## src/rtl/shift_frame_ctrl.sv

```systemverilog
// Serial-to-parallel frame capture: shifts WIDTH qualified bits into a register,
// then offers the word on a valid/ready handshake while dropping bits that arrive meanwhile.
module shift_frame_ctrl #(
  parameter int unsigned WIDTH           = 8,
  parameter bit          FILL_MSB_TO_LSB = 1'b1,
  parameter bit          AUTO_RESTART    = 1'b0,
  localparam int unsigned CNT_W          = $clog2(WIDTH + 1)
) (
  input  logic             clk,
  input  logic             i_reset,
  input  logic             i_start,
  input  logic             i_abort,
  input  logic             i_bit,
  input  logic             i_bit_valid,
  output logic [WIDTH-1:0] o_word,
  output logic             o_word_valid,
  input  logic             i_word_ready,
  output logic             o_busy,
  output logic             o_drop,
  output logic [CNT_W-1:0] o_bit_count
);

  typedef enum logic [1:0] {
    ST_IDLE  = 2'd0,
    ST_SHIFT = 2'd1,
    ST_HOLD  = 2'd2
  } state_e;

  state_e             state_q, state_d;
  logic [WIDTH-1:0]   shreg_q, shreg_d;
  logic [WIDTH-1:0]   word_q, word_d;
  logic [CNT_W-1:0]   count_q, count_d;
  logic               valid_q, valid_d;
  logic               busy_q, busy_d;
  logic               drop_q, drop_d;
  logic [WIDTH-1:0]   shift_in;

  // Register contents after accepting i_bit in the configured direction
  always_comb begin
    if (FILL_MSB_TO_LSB) begin
      shift_in = {i_bit, shreg_q[WIDTH-1:1]};
    end else begin
      shift_in = {shreg_q[WIDTH-2:0], i_bit};
    end
  end

  always_comb begin
    state_d = state_q;
    shreg_d = shreg_q;
    word_d  = word_q;
    count_d = count_q;
    valid_d = valid_q;
    drop_d  = 1'b0;

    if (i_abort) begin
      // Abort beats a same-cycle handshake; the word is treated as consumed.
      state_d = ST_IDLE;
      shreg_d = '0;
      count_d = '0;
      valid_d = 1'b0;
    end else begin
      unique case (state_q)
        ST_IDLE: begin
          if (i_bit_valid) drop_d = 1'b1;
          if (i_start) begin
            state_d = ST_SHIFT;
            shreg_d = '0;
            count_d = '0;
          end
        end
        ST_SHIFT: begin
          if (i_bit_valid) begin
            shreg_d = shift_in;
            count_d = count_q + CNT_W'(1);
            if (count_q == CNT_W'(WIDTH - 1)) begin
              state_d = ST_HOLD;
              word_d  = shift_in;
              valid_d = 1'b1;
            end
          end
        end
        ST_HOLD: begin
          if (i_bit_valid) drop_d = 1'b1;
          if (i_word_ready) begin
            valid_d = 1'b0;
            count_d = '0;
            shreg_d = '0;
            state_d = AUTO_RESTART ? ST_SHIFT : ST_IDLE;
          end
        end
        default: begin
          state_d = ST_IDLE;
          count_d = '0;
          valid_d = 1'b0;
        end
      endcase
    end

    busy_d = (state_d != ST_IDLE);
  end

  always_ff @(posedge clk) begin
    if (i_reset) begin
      state_q <= ST_IDLE;
      shreg_q <= '0;
      word_q  <= '0;
      count_q <= '0;
      valid_q <= 1'b0;
      busy_q  <= 1'b0;
      drop_q  <= 1'b0;
    end else begin
      state_q <= state_d;
      shreg_q <= shreg_d;
      word_q  <= word_d;
      count_q <= count_d;
      valid_q <= valid_d;
      busy_q  <= busy_d;
      drop_q  <= drop_d;
    end
  end

  assign o_word       = word_q;
  assign o_word_valid = valid_q;
  assign o_busy       = busy_q;
  assign o_drop       = drop_q;
  assign o_bit_count  = count_q;

endmodule

```

## config.mk

```make
export PLATFORM = sky130hd
export DESIGN_NAME = shift_frame_ctrl
export DESIGN_NICKNAME = d
export VERILOG_FILES = /design/src/rtl/shift_frame_ctrl.sv
export SDC_FILE = /design/constraint.sdc
export NUM_CORES = 1
export LEC_CHECK = 0
export BUFFER_PORTS_ARGS = -buffer_cell sky130_fd_sc_hd__buf_2
export CORE_UTILIZATION = 25
export DETAILED_ROUTE_END_ITERATION = 8
export PLACE_DENSITY = 0.42
export SLEW_MARGIN = 5
export SYNTH_ARGS = -nofsm -noshare
export SYNTH_HDL_FRONTEND = slang
export SYNTH_SLANG_ARGS = --single-unit
```

## constraint.sdc

```tcl
create_clock -name clk -period 2.2 [get_ports clk]
set_clock_uncertainty 0.15 [all_clocks]
set_input_delay 0.33 -clock clk [delete_from_list [all_inputs] [get_ports clk]]
set_output_delay 0.33 -clock clk [all_outputs]
set_load 0.02 [all_outputs]
```

==> results_tabular.tex, run 1 <==
\begin{tabular}{lr}
\hline
Metric & Value \\
\hline
\multicolumn{2}{l}{\textbf{Synth}} \\
\quad Sequential cell area fraction in the yosys report & 45.82\% \\
\quad Post-Synthesis Cells & 117 \\
\quad Warning count from the yosys run & 0 \\
\quad Top area cells in the synthesized netlist & dfxtp\_1 46\%, a21oi\_1 9.1\%, a311oi\_1 8.4\% \\
\quad Number of synthesized register bits & 24 \\
\quad Largest area contributor in the netlist & dfxtp\_1 \\
\quad Share of the synthesized area in the top cell type & 45.82\% \\
\quad Synthesized area per cell & 8.962 sq um \\
\quad Synthesized netlist net count & 125 \\
\quad Area of the mapped netlist & 1049 sq um \\
\quad Distinct cells, synth & 31 \\
\multicolumn{2}{l}{\textbf{Hold path}} \\
\quad Hold WC Path Type & in -> reg \\
\multicolumn{2}{l}{\textbf{GRT}} \\
\quad Maximum number of pins on one net before global-route repair & 18 \\
\quad Total routing resource utilization after global routing & 11.34\% \\
\quad Wire length of the first global-routing pass & 3857 microns \\
\quad Grt ovf & 0 \\
\quad Antenna violations before repair & 0 \\
\quad Vias in the first global route & 833 \\
\multicolumn{2}{l}{\textbf{Floorplan}} \\
\quad Top-level I/O count & 22 \\
\quad Floorplan Core Area & 4000 sq um \\
\quad Die outline area & 4457 sq um \\
\quad Starting Density & 26.21\% \\
\quad Total number of placement rows & 23 \\
\quad Die W & 66.76 microns \\
\quad Vert. Die Dim & 66.76 microns \\
\multicolumn{2}{l}{\textbf{Worst setup path}} \\
\quad Type of element launching the critical path & register \\
\quad Slowest-stage cell, CP & and3b\_1 \\
\quad Critical Path AT & 1770 ps \\
\quad Highest net fanout along the worst path & 17 \\
\quad Classification of the worst setup path & reg -> reg \\
\quad Top Family by Delay on Critical Path & simple AND/OR/NAND/NOR gates \\
\quad Worst stage delay on the critical path & 570 ps \\
\quad CP bufs+invs & 0 \\
\quad Critical path endpoint category & register \\
\quad Critical path cell sequence & and3b\_1 > a21oi\_1 > a311oi\_1 \\
\quad Required time of the critical path & 2220 ps \\
\multicolumn{2}{l}{\textbf{Placed design}} \\
\quad GPL Wtd Cong & 0.7125 \\
\quad HPWL Detailed & 1602 microns \\
\quad Placement-stage worst setup slack & 468.4 ps \\
\quad Input/output buffers & 21 \\
\multicolumn{2}{l}{\textbf{CTS}} \\
\quad Number of clock buffers inserted by TritonCTS & 3 \\
\quad Deepest clock path buffer count & 2 \\
\quad Number of buffers inserted by hold repair at cts & 0 \\
\quad Clock Tree Root & clkbuf\_8 \\
\quad Clock-pin slew on the worst setup and hold paths & 80 ps \\
\quad Htree depth & 1 \\
\quad Number of buffers added for setup after CTS & 0 \\
\quad Number of gates given a new drive strength after cts & 0 \\
\quad TritonCTS clock tree & done \\
\quad Number of clock sinks & 24 \\
\quad Worst skew pair latency & 260 ps \\
\multicolumn{2}{l}{\textbf{Timing}} \\
\quad Maximum frequency from static timing analysis & 0.5701 GHz \\
\quad Setup TNS & 0 ps \\
\quad Remaining max-slew budget at the tightest pin & 62.79\% \\
\quad Actual slew at the worst max-slew pin & 558.2 ps \\
\quad Unrepaired setup endpoints after global routing & no \\
\quad Count of final max-slew check failures & 0 \\
\quad Final-report setup violation count & 0 \\
\quad Final hold violation count & 0 \\
\quad Final worst-path setup slack & 445.9 ps \\
\quad Share of the clock period used by the worst path after layout & 79.73\% \\
\quad Fin crit period & 1754 ps \\
\multicolumn{2}{l}{\textbf{Pwr}} \\
\quad Psw & 166.9 uW \\
\quad Max IR drop VDD & 0.2047 mV \\
\quad Part of the total power dissipated in sequential elements & 51.2\% \\
\quad Internal Power & 692.4 uW \\
\quad P\_leak & 0.4209 nW \\
\quad Switching part of the total power & 19.43\% \\
\quad Clk network pwr share & 44.0\% \\
\quad Combinational cell fraction of total power & 4.8\% \\
\quad Power per unit of standard cell area & 705.8 nW/um\^{}2 \\
\multicolumn{2}{l}{\textbf{Layout}} \\
\quad Post-layout net count & 141 \\
\quad Layout overhead on the synthesized area & 16.11\% \\
\quad Count of fill cells added during filler insertion & 422 \\
\quad Layout cell share with drive strength beyond 1 & 21.21\% \\
\quad Most frequent standard cell in the layout excluding fill and tap cells & dfxtp\_1 \\
\quad N\_diodes & 0 \\
\quad Commonest cells after routing, fill and taps aside & 24 x dfxtp\_1, 21 x buf\_2, 19 x a21oi\_1, 13 x nand2\_1, 10 x a311oi\_1 \\
\multicolumn{2}{l}{\textbf{Route}} \\
\quad Post-DR wirelength/cell & 12.20 microns \\
\quad Via density per instance & 4.901 \\
\quad Total number of vias & 892 \\
\quad Number of DRC violations after detailed-routing iteration 0 & 25 \\
\quad Drt drc & 0 \\
\quad Routed Antenna Nets & 0 \\
\quad Drt pass-1 iters & 4 \\
\quad Overall routed net length & 2220 microns \\
\multicolumn{2}{l}{\textbf{Run}} \\
\quad Max-cap viol count & 0 \\
\multicolumn{2}{l}{\textbf{Outcome}} \\
\quad Outcome & finished clean \\
\hline
\end{tabular}
==> cell usage after synthesis <==
cell,instances
a211oi_1,1
a21oi_1,19
a311oi_1,10
a31oi_1,2
and3b_1,1
and4b_1,1
buf_2,4
buf_6,2
buf_8,1
clkbuf_1,2
clkbuf_2,1
dfxtp_1,24
ha_1,1
inv_1,1
mux2i_1,1
nand2_1,13
nand2b_1,1
nand3_1,9
nand3b_1,2
nand4_1,1
nand4b_1,1
nor2_1,2
nor2b_4,1
nor3_1,1
nor3b_2,1
o21ai_0,8
o21ai_1,2
o21bai_1,1
or2_1,1
or3b_1,1
or3b_2,1
==> kinds of logic after synthesis <==
logic type,after synthesis,synth area share (%)
compound gates,43,24.82
fa+ha+maj,1,1.193
buf+inv,11,7.040
flops,24,45.82
mux,1,0.9547
simple gates,37,20.17
==> metal layers <==
metal	GRT usage, %	part of all wire (%)	wire length, microns
met1	15.96	52	1160
met3	2.055	4.8	107
met2	17.05	42	934
met4	3.989	0.86	19
met5	0	0	0
==> per-stage QoR <==
| stage | hold slack [ps] | cells | instance area (sq um) | utilization [%] | total power, mW |
|---|---|---|---|---|---|
| detailed placement | 303.4 | 178 | 1146 | 28.65 | 0.4920 |
| global route | 190.2 | 182 | 1217 | 30.43 | 0.8948 |
| floorplan | 293.5 | 117 | 1049 | - | 0.4811 |
| finish | 188.6 | 182 | 1217 | 30.43 | 0.8593 |
| global placement | 295.8 | 178 | 1146 | 28.65 | 0.4922 |
| CTS | 181.3 | 182 | 1217 | 30.43 | 0.8736 |
==> power groups by stage <==
stage / Sequential (mW) / Clock (mW) / Combinational [mW]
floorplan: 0.451 / 0 / 0.0302
global placement: 0.450 / 0 / 0.0423
detailed placement: 0.450 / 0 / 0.0417
CTS: 0.440 / 0.392 / 0.0418
global route: 0.441 / 0.407 / 0.0470
finish: 0.440 / 0.378 / 0.0415
==> worst paths after layout <==
| path | from | endpoint | slack, ps | cells past startpoint |
|---|---|---|---|---|
| worst max-delay path | state_q[0] | o_bit_count[1] | 450 | 3 |
| worst min-delay path | i_reset | o_word[1] | 190 | 2 |
| worst max register to register | state_q[0] | o_bit_count[1] | 450 | 3 |
| worst min register to register | o_word_valid | o_word_valid | 310 | 2 |
==> flip-flops by register name, indices dropped and copies added (netlist names) <==
register	flops
o_drop	1
state_q	2
o_bit_count	4
o_word_valid	1
o_word	8
shreg_q	7
o_busy	1
==> cell type report <==
cell class / instances / area (sq um) / area share (%)
Timing Repair Buffer: 21 / 105.1 / 8.633
Clock inverter: 1 / 30.03 / 2.467
Multi-Input combinational cell: 82 / 494.2 / 40.60
Clock buffer: 3 / 41.29 / 3.392
Sequential cell: 24 / 480.5 / 39.47
Inverter: 1 / 3.754 / 0.3083
Tap cell: 50 / 62.56 / 5.139
Power figures use the tool's default switching activity.
==> run 2, diff against run 1 <==
==> constraint.sdc (replaced) <==
create_clock -name clk -period 1.7 [get_ports clk]
set_clock_uncertainty 0.15 [all_clocks]
set_input_delay 0.255 -clock clk [delete_from_list [all_inputs] [get_ports clk]]
set_output_delay 0.255 -clock clk [all_outputs]
set_load 0.02 [all_outputs]
==> run 2 against run 1 <==
Clock-buffer cell count did not move. Die area did not move. Fmax increased by 16%. Global-route usage rose by 0.19 points.
==> results_tabular.tex, run 2 (synthesized netlist as in run 1, its figures left out) <==
\begin{tabular}{lr}
\hline
Metric & Value \\
\hline
\multicolumn{2}{l}{\textbf{Placed design}} \\
\quad Placement-stage worst setup slack & 136.9 ps (-331.5 ps) \\
\quad Placement Cell Area & 1184 sq um (+3.3\%) \\
\quad GPL Wtd Cong & 0.6591 (-7.5\%) \\
\quad Placed Instances & 183 (+2.8\%) \\
\quad Input/output buffers & 21 (unchanged) \\
\quad HPWL Detailed & 1680 microns (+4.8\%) \\
\multicolumn{2}{l}{\textbf{Worst setup path}} \\
\quad Highest net fanout along the worst path & 8 (-9) \\
\quad End of the worst register-to-register path & o\_word[0] \\
\quad Required time of the critical path & 1710 ps (-510 ps) \\
\quad Classification of the worst setup path & reg -> reg \\
\quad Slowest-stage cell, CP & dfxtp\_1 \\
\quad Critical path cell sequence & ha\_1 > nand4b\_1 > o21ai\_0 > a21oi\_1 \\
\quad Critical path origin & o\_bit\_count[1] \\
\quad End point of the critical path & o\_word[0] \\
\quad Critical Path AT & 1530 ps (-240 ps) \\
\quad Type of element launching the critical path & register \\
\quad Worst stage delay on the critical path & 380 ps (-190 ps) \\
\quad Worst reg2reg path startpoint & o\_bit\_count[1] \\
\quad Worst setup slack for register-to-register paths & 180 ps (-260 ps) \\
\quad Critical path endpoint category & register \\
\quad Length in cells of the worst reg-to-reg path & 4 (+1) \\
\multicolumn{2}{l}{\textbf{Timing}} \\
\quad Maximum frequency from static timing analysis & 0.6590 GHz (+16\%) \\
\quad Remaining max-slew budget at the tightest pin & 60.97\% (-1.8 points) \\
\quad Count of final max-slew check failures & 0 (unchanged) \\
\quad Actual slew at the worst max-slew pin & 585.5 ps (+27.28 ps) \\
\quad Min Hold Slack & 110.4 ps (-78.23 ps) \\
\quad Fin crit period & 1517 ps (-236.6 ps) \\
\quad Setup TNS & 0 ps (unchanged) \\
\quad Final-report setup violation count & 0 (unchanged) \\
\quad Final hold violation count & 0 (unchanged) \\
\quad Unrepaired setup endpoints after global routing & no \\
\quad Final worst-path setup slack & 182.5 ps (-263.4 ps) \\
\quad Share of the clock period used by the worst path after layout & 89.26\% (+9.5 points) \\
\multicolumn{2}{l}{\textbf{GRT}} \\
\quad Vias in the first global route & 802 (-3.7\%) \\
\quad Grt ovf & 0 (unchanged) \\
\quad Maximum number of pins on one net before global-route repair & 18 (unchanged) \\
\quad Antenna violations before repair & 0 (unchanged) \\
\quad Wire length of the first global-routing pass & 3843 microns (-0.36\%) \\
\quad Total routing resource utilization after global routing & 11.53\% (+0.19 points) \\
\multicolumn{2}{l}{\textbf{Run}} \\
\quad Max-cap viol count & 0 (unchanged) \\
\multicolumn{2}{l}{\textbf{Route}} \\
\quad Routed Antenna Nets & 0 (unchanged) \\
\quad Number of DRC violations after detailed-routing iteration 0 & 31 (+24\%) \\
\quad Drt pass-1 iters & 4 (unchanged) \\
\quad Total number of vias & 932 (+4.5\%) \\
\quad Via density per instance & 4.984 (+1.7\%) \\
\quad Post-DR wirelength/cell & 12.56 microns (+3.0\%) \\
\quad Overall routed net length & 2349 microns (+5.8\%) \\
\quad Drt drc & 0 (unchanged) \\
\multicolumn{2}{l}{\textbf{Layout}} \\
\quad Count of fill cells added during filler insertion & 436 (+3.3\%) \\
\quad Design area & 1257 sq um (+3.3\%) \\
\quad Flip-flop count of the largest register after layout & 8 (unchanged) \\
\quad Post-layout net count & 146 (+3.5\%) \\
\quad Layout cell share with drive strength beyond 1 & 24.82\% (+3.6 points) \\
\quad Commonest cells after routing, fill and taps aside & 24 x dfxtp\_1, 21 x buf\_2, 19 x a21oi\_1, 13 x nand2\_1, 10 x a311oi\_1 \\
\quad N\_diodes & 0 (unchanged) \\
\quad Finished Layout Cells & 187 (+2.7\%) \\
\quad Layout overhead on the synthesized area & 19.93\% \\
\quad Most frequent standard cell in the layout excluding fill and tap cells & dfxtp\_1 \\
\multicolumn{2}{l}{\textbf{Hold path}} \\
\quad Hold WC Path Type & in -> reg \\
\multicolumn{2}{l}{\textbf{CTS}} \\
\quad Clock-pin slew on the worst setup and hold paths & 90 ps (about the same) \\
\quad Number of clock sinks & 24 (unchanged) \\
\quad Number of clock buffers inserted by TritonCTS & 3 (unchanged) \\
\quad Clock Tree Root & clkbuf\_8 \\
\quad TritonCTS clock tree & done \\
\quad Worst skew pair latency & 270 ps (about the same) \\
\quad Number of buffers inserted by hold repair at cts & 0 (unchanged) \\
\quad Htree depth & 1 (unchanged) \\
\quad Deepest clock path buffer count & 2 (unchanged) \\
\multicolumn{2}{l}{\textbf{Floorplan}} \\
\quad Top-level I/O count & 22 (unchanged) \\
\quad Total number of placement rows & 23 (unchanged) \\
\quad Floorplan Core Area & 4000 sq um (unchanged) \\
\quad Starting Density & 26.21\% (unchanged) \\
\quad Die W & 66.76 microns (unchanged) \\
\quad Vert. Die Dim & 66.76 microns (unchanged) \\
\quad Die outline area & 4457 sq um (unchanged) \\
\multicolumn{2}{l}{\textbf{Pwr}} \\
\quad Part of the total power dissipated in sequential elements & 50.1\% (-1.1 points) \\
\quad Internal Power & 899.8 uW (+30\%) \\
\quad Clk network pwr share & 44.6\% (+0.6 points) \\
\quad Switching part of the total power & 20.59\% (+1.2 points) \\
\quad Max IR drop VDD & 0.2465 mV (+20\%) \\
\quad Combinational cell fraction of total power & 5.3\% (+0.5 points) \\
\quad P\_leak & 0.4478 nW (+6.4\%) \\
\quad Power per unit of standard cell area & 901.1 nW/um\^{}2 (+28\%) \\
\quad Psw & 233.4 uW (+40\%) \\
\multicolumn{2}{l}{\textbf{Outcome}} \\
\quad Outcome & finished clean \\
\hline
\end{tabular}
-- run 2: layer usage --
layer | share of wire (%) | routed length [microns] | global-route usage (%) | vias to the layer above
met1 | 52 | 1217 | 15.91 | 440
met3 | 4.3 | 101 | 2.568 | 2
met4 | 0.94 | 22 | 5.585 | 0
met5 | 0 | 0 | 0 | -
li1 | - | - | - | 474
met2 | 43 | 1008 | 16.67 | 16
-- run 2: area by class of cell --
cell class,instances,area (sq um),area share (%)
inverter,1,3.754,0.2985
clock inverter,1,30.03,2.388
clock buffer,3,41.29,3.284
timing repair buffer,26,142.6,11.34
sequential,24,480.5,38.21
multi-input combinational,82,496.7,39.50
tap,50,62.56,4.975
-- run 2: worst max-delay path: cells and delay by family, from the launching register on --
kind	cells	cell delay, ps
flops	1	380
compound gates	2	360
simple gates	1	300
fa+ha+maj	1	220
-- run 2: power by group through the flow --
stage                     sequential (mW)  combinational (mW)  clock, mW
after floorplan                     0.583              0.0391          0
after global placement              0.581              0.0591          0
after detailed placement            0.581              0.0593          0
after CTS                           0.568              0.0600      0.518
after global routing                0.569              0.0655      0.547
final                               0.568              0.0600      0.505
-- run 2: metrics by stage --
stage / util [%] / total power, mW
after floorplan: - / 0.6225
after global placement: 29.59 / 0.6402
after detailed placement: 29.59 / 0.6404
after CTS: 31.37 / 1.146
after global routing: 31.44 / 1.182
final: 31.44 / 1.133
-- run 2: worst min-delay path by stage --
stage / cells after the start / endpoint / slack, ps / from
2_1_floorplan: 2 / o_word[7] / 250 / i_bit
4_1_cts: 2 / o_word[3] / 100 / i_reset
3_3_place_gp: 2 / o_word_valid / 300 / o_word_valid
5_1_grt: 2 / o_word[6] / 100 / i_reset
6_report: 2 / o_word[4] / 110 / i_reset
3_5_place_dp: 2 / o_word_valid / 300 / o_word_valid
-- run 2: what timing repair did --
item | CTS | global route
buffers inserted | 0 | 0
endpoints found under the setup margin | 0 | 8
resized for setup | 0 | 1
==> run 3, diff against run 2 <==
--- a/config.mk
+++ b/config.mk
@@ -6,9 +6,10 @@
 export NUM_CORES = 1
 export LEC_CHECK = 0
 export BUFFER_PORTS_ARGS = -buffer_cell sky130_fd_sc_hd__buf_2
-export CORE_UTILIZATION = 25
+export CORE_ASPECT_RATIO = 1.25
+export CORE_UTILIZATION = 50
 export DETAILED_ROUTE_END_ITERATION = 8
-export PLACE_DENSITY = 0.42
+export PLACE_DENSITY = 0.73
 export SLEW_MARGIN = 5
 export SYNTH_ARGS = -nofsm -noshare
 export SYNTH_HDL_FRONTEND = slang
==> run 3 against run 2 <==
Via count down 3.6%. Clock power fell by 54%. Design area fell by 8.7%. Non-clock buffer count shrank 3. Largest power group unchanged.
==> results_tabular.tex, run 3 (synthesized netlist as in run 1, its figures left out) <==
\begin{tabular}{lr}
\hline
Metric & Value \\
\hline
\multicolumn{2}{l}{\textbf{Timing}} \\
\quad Unrepaired setup endpoints after global routing & no \\
\quad Maximum frequency from static timing analysis & 0.6505 GHz (-1.3\%) \\
\quad Count of final max-slew check failures & 0 (unchanged) \\
\quad Fin crit period & 1537 ps (+19.68 ps) \\
\quad Min Hold Slack & 61.22 ps (-49.13 ps) \\
\quad Final hold violation count & 0 (unchanged) \\
\quad Final worst-path setup slack & 162.8 ps (-19.68 ps) \\
\quad Actual slew at the worst max-slew pin & 544.7 ps (-40.82 ps) \\
\quad Setup TNS & 0 ps (unchanged) \\
\quad Final-report setup violation count & 0 (unchanged) \\
\quad Share of the clock period used by the worst path after layout & 90.42\% (+1.2 points) \\
\quad Remaining max-slew budget at the tightest pin & 63.69\% (+2.7 points) \\
\multicolumn{2}{l}{\textbf{Layout}} \\
\quad Register area & 481.7 sq um (+0.26\%) \\
\quad Layout cell share with drive strength beyond 1 & 23.31\% (-1.5 points) \\
\quad Multi-input gate area in the final layout & 495.5 sq um (-0.25\%) \\
\quad Count of fill cells added during filler insertion & 195 (-55\%) \\
\quad N\_diodes & 0 (unchanged) \\
\quad Commonest cells after routing, fill and taps aside & 23 x dfxtp\_1, 21 x buf\_2, 19 x a21oi\_1, 13 x nand2\_1, 10 x a311oi\_1 \\
\quad Layout overhead on the synthesized area & 9.546\% \\
\quad Most frequent standard cell in the layout excluding fill and tap cells & dfxtp\_1 \\
\quad Flip-flop count of the largest register after layout & 8 (unchanged) \\
\quad Post-layout net count & 143 (-2.1\%) \\
\quad Share of the core filled with cells in the final layout & 57.95\% (+27 points) \\
\multicolumn{2}{l}{\textbf{GRT}} \\
\quad Total routing resource utilization after global routing & 18.37\% (+6.8 points) \\
\quad Antenna violations before repair & 0 (unchanged) \\
\quad Wire length of the first global-routing pass & 3236 microns (-16\%) \\
\quad Grt ovf & 0 (unchanged) \\
\quad Maximum number of pins on one net before global-route repair & 18 (unchanged) \\
\quad Vias in the first global route & 738 (-8.0\%) \\
\multicolumn{2}{l}{\textbf{Pwr}} \\
\quad P\_leak & 0.4095 nW (-8.6\%) \\
\quad Power per unit of standard cell area & 747.1 nW/um\^{}2 (-17\%) \\
\quad Max IR drop VDD & 0.4351 mV (+76\%) \\
\multicolumn{2}{l}{\textbf{Route}} \\
\quad Drt drc & 0 (unchanged) \\
\quad Detailed route wirelength on metal3 & 82 microns (-19\%) \\
\quad Uppermost signal routing layer after detailed routing & met4 \\
\quad Routed length on met1 & 991 microns (-19\%) \\
\quad Via density per instance & 5.869 (+18\%) \\
\quad Drt pass-1 iters & 4 (unchanged) \\
\quad Total number of vias & 898 (-3.6\%) \\
\quad Routed length on met2 & 834 microns (-17\%) \\
\quad Number of DRC violations after detailed-routing iteration 0 & 14 (-55\%) \\
\quad Post-DR wirelength/cell & 12.52 microns (-0.31\%) \\
\quad Overall routed net length & 1916 microns (-18\%) \\
\quad Routed Antenna Nets & 0 (unchanged) \\
\multicolumn{2}{l}{\textbf{Floorplan}} \\
\quad Die W & 42.96 microns (-36\%) \\
\quad Starting Density & 52.90\% (+27 points) \\
\quad Vert. Die Dim & 53.20 microns (-20\%) \\
\quad Top-level I/O count & 22 (unchanged) \\
\quad Floorplan Core Area & 1982 sq um (-50\%) \\
\quad Die outline area & 2285 sq um (-49\%) \\
\quad Total number of placement rows & 18 (-22\%) \\
\multicolumn{2}{l}{\textbf{CTS}} \\
\quad Number of buffers inserted by hold repair at cts & 0 (unchanged) \\
\quad Number of clock buffers inserted by TritonCTS & 3 (unchanged) \\
\quad Number of clock sinks & 24 (unchanged) \\
\quad Clock-pin slew on the worst setup and hold paths & 120 ps (+30 ps) \\
\quad Worst skew pair latency & 300 ps (+30 ps) \\
\quad Clock Tree Root & clkbuf\_4 \\
\quad TritonCTS clock tree & done \\
\quad Htree depth & 1 (unchanged) \\
\quad Deepest clock path buffer count & 2 (unchanged) \\
\quad Number of buffers added for setup after CTS & 0 (unchanged) \\
\multicolumn{2}{l}{\textbf{Placed design}} \\
\quad GPL Wtd Cong & 0.7466 (+13\%) \\
\quad Input/output buffers & 21 (unchanged) \\
\quad Placement-stage worst setup slack & 74.95 ps (-61.92 ps) \\
\quad HPWL Detailed & 1390 microns (-17\%) \\
\multicolumn{2}{l}{\textbf{Worst setup path}} \\
\quad Type of element launching the critical path & register \\
\quad Critical path endpoint category & register \\
\quad Highest net fanout along the worst path & 10 (+2) \\
\quad Critical Path AT & 1600 ps (+70 ps) \\
\quad Required time of the critical path & 1760 ps (+50 ps) \\
\quad Classification of the worst setup path & reg -> reg \\
\multicolumn{2}{l}{\textbf{Hold path}} \\
\quad Hold WC Path Type & in -> reg \\
\multicolumn{2}{l}{\textbf{Outcome}} \\
\quad Outcome & finished clean \\
\multicolumn{2}{l}{\textbf{Run}} \\
\quad Max-cap viol count & 0 (unchanged) \\
\hline
\end{tabular}
run 3: layer usage:
metal  vias up  track usage [%]
li1        467                -
met1       408            25.37
met2        21            28.03
met3         2            4.437
met4         0            6.061
met5         -                0
run 3: final cells by class:
cell class,instances,share of cell area [%]
multi-input combinational,82,43.14
sequential,24,41.94
timing repair buffer,23,10.46
tap,20,2.179
clock buffer,3,1.961
inverter,1,0.3268
run 3: what timing repair did:
item                                    4_1_cts  5_1_grt
endpoints found under the setup margin        0       11
gates resized for setup                       0        2
endpoints found under the hold margin         0        0
run 3: worst max-delay path, cell delays in order, from the launching register on:
cell and delay [ps]:
dfxtp_2 460, mux2i_1 250, nand2b_1 250, a311oi_1 340
run 3: path summary, 6_finish.rpt:
kind | start | end | slack, ps | depth (start not counted)
max | state_q[1] | o_bit_count[2] | 160 | 3
min | i_reset | o_word[5] | 60 | 2
max reg2reg | state_q[1] | o_bit_count[2] | 160 | 3
min reg2reg | o_word_valid | o_word_valid | 320 | 2
run 3: where the power goes:
group	internal (mW)	total, mW	switching (mW)
Combinational	0.0187	0.0559	0.0372
Clock	0.0825	0.233	0.151
Sequential	0.566	0.569	0.00328
run 3: per-stage QoR:
step	instances	cell area [sq um]	total power, mW
after floorplan	117	1049	0.6225
after CTS	153	1146	0.8669
final	153	1149	0.8581
after detailed placement	150	1124	0.6369
after global routing	153	1149	0.8951
after global placement	150	1124	0.6364
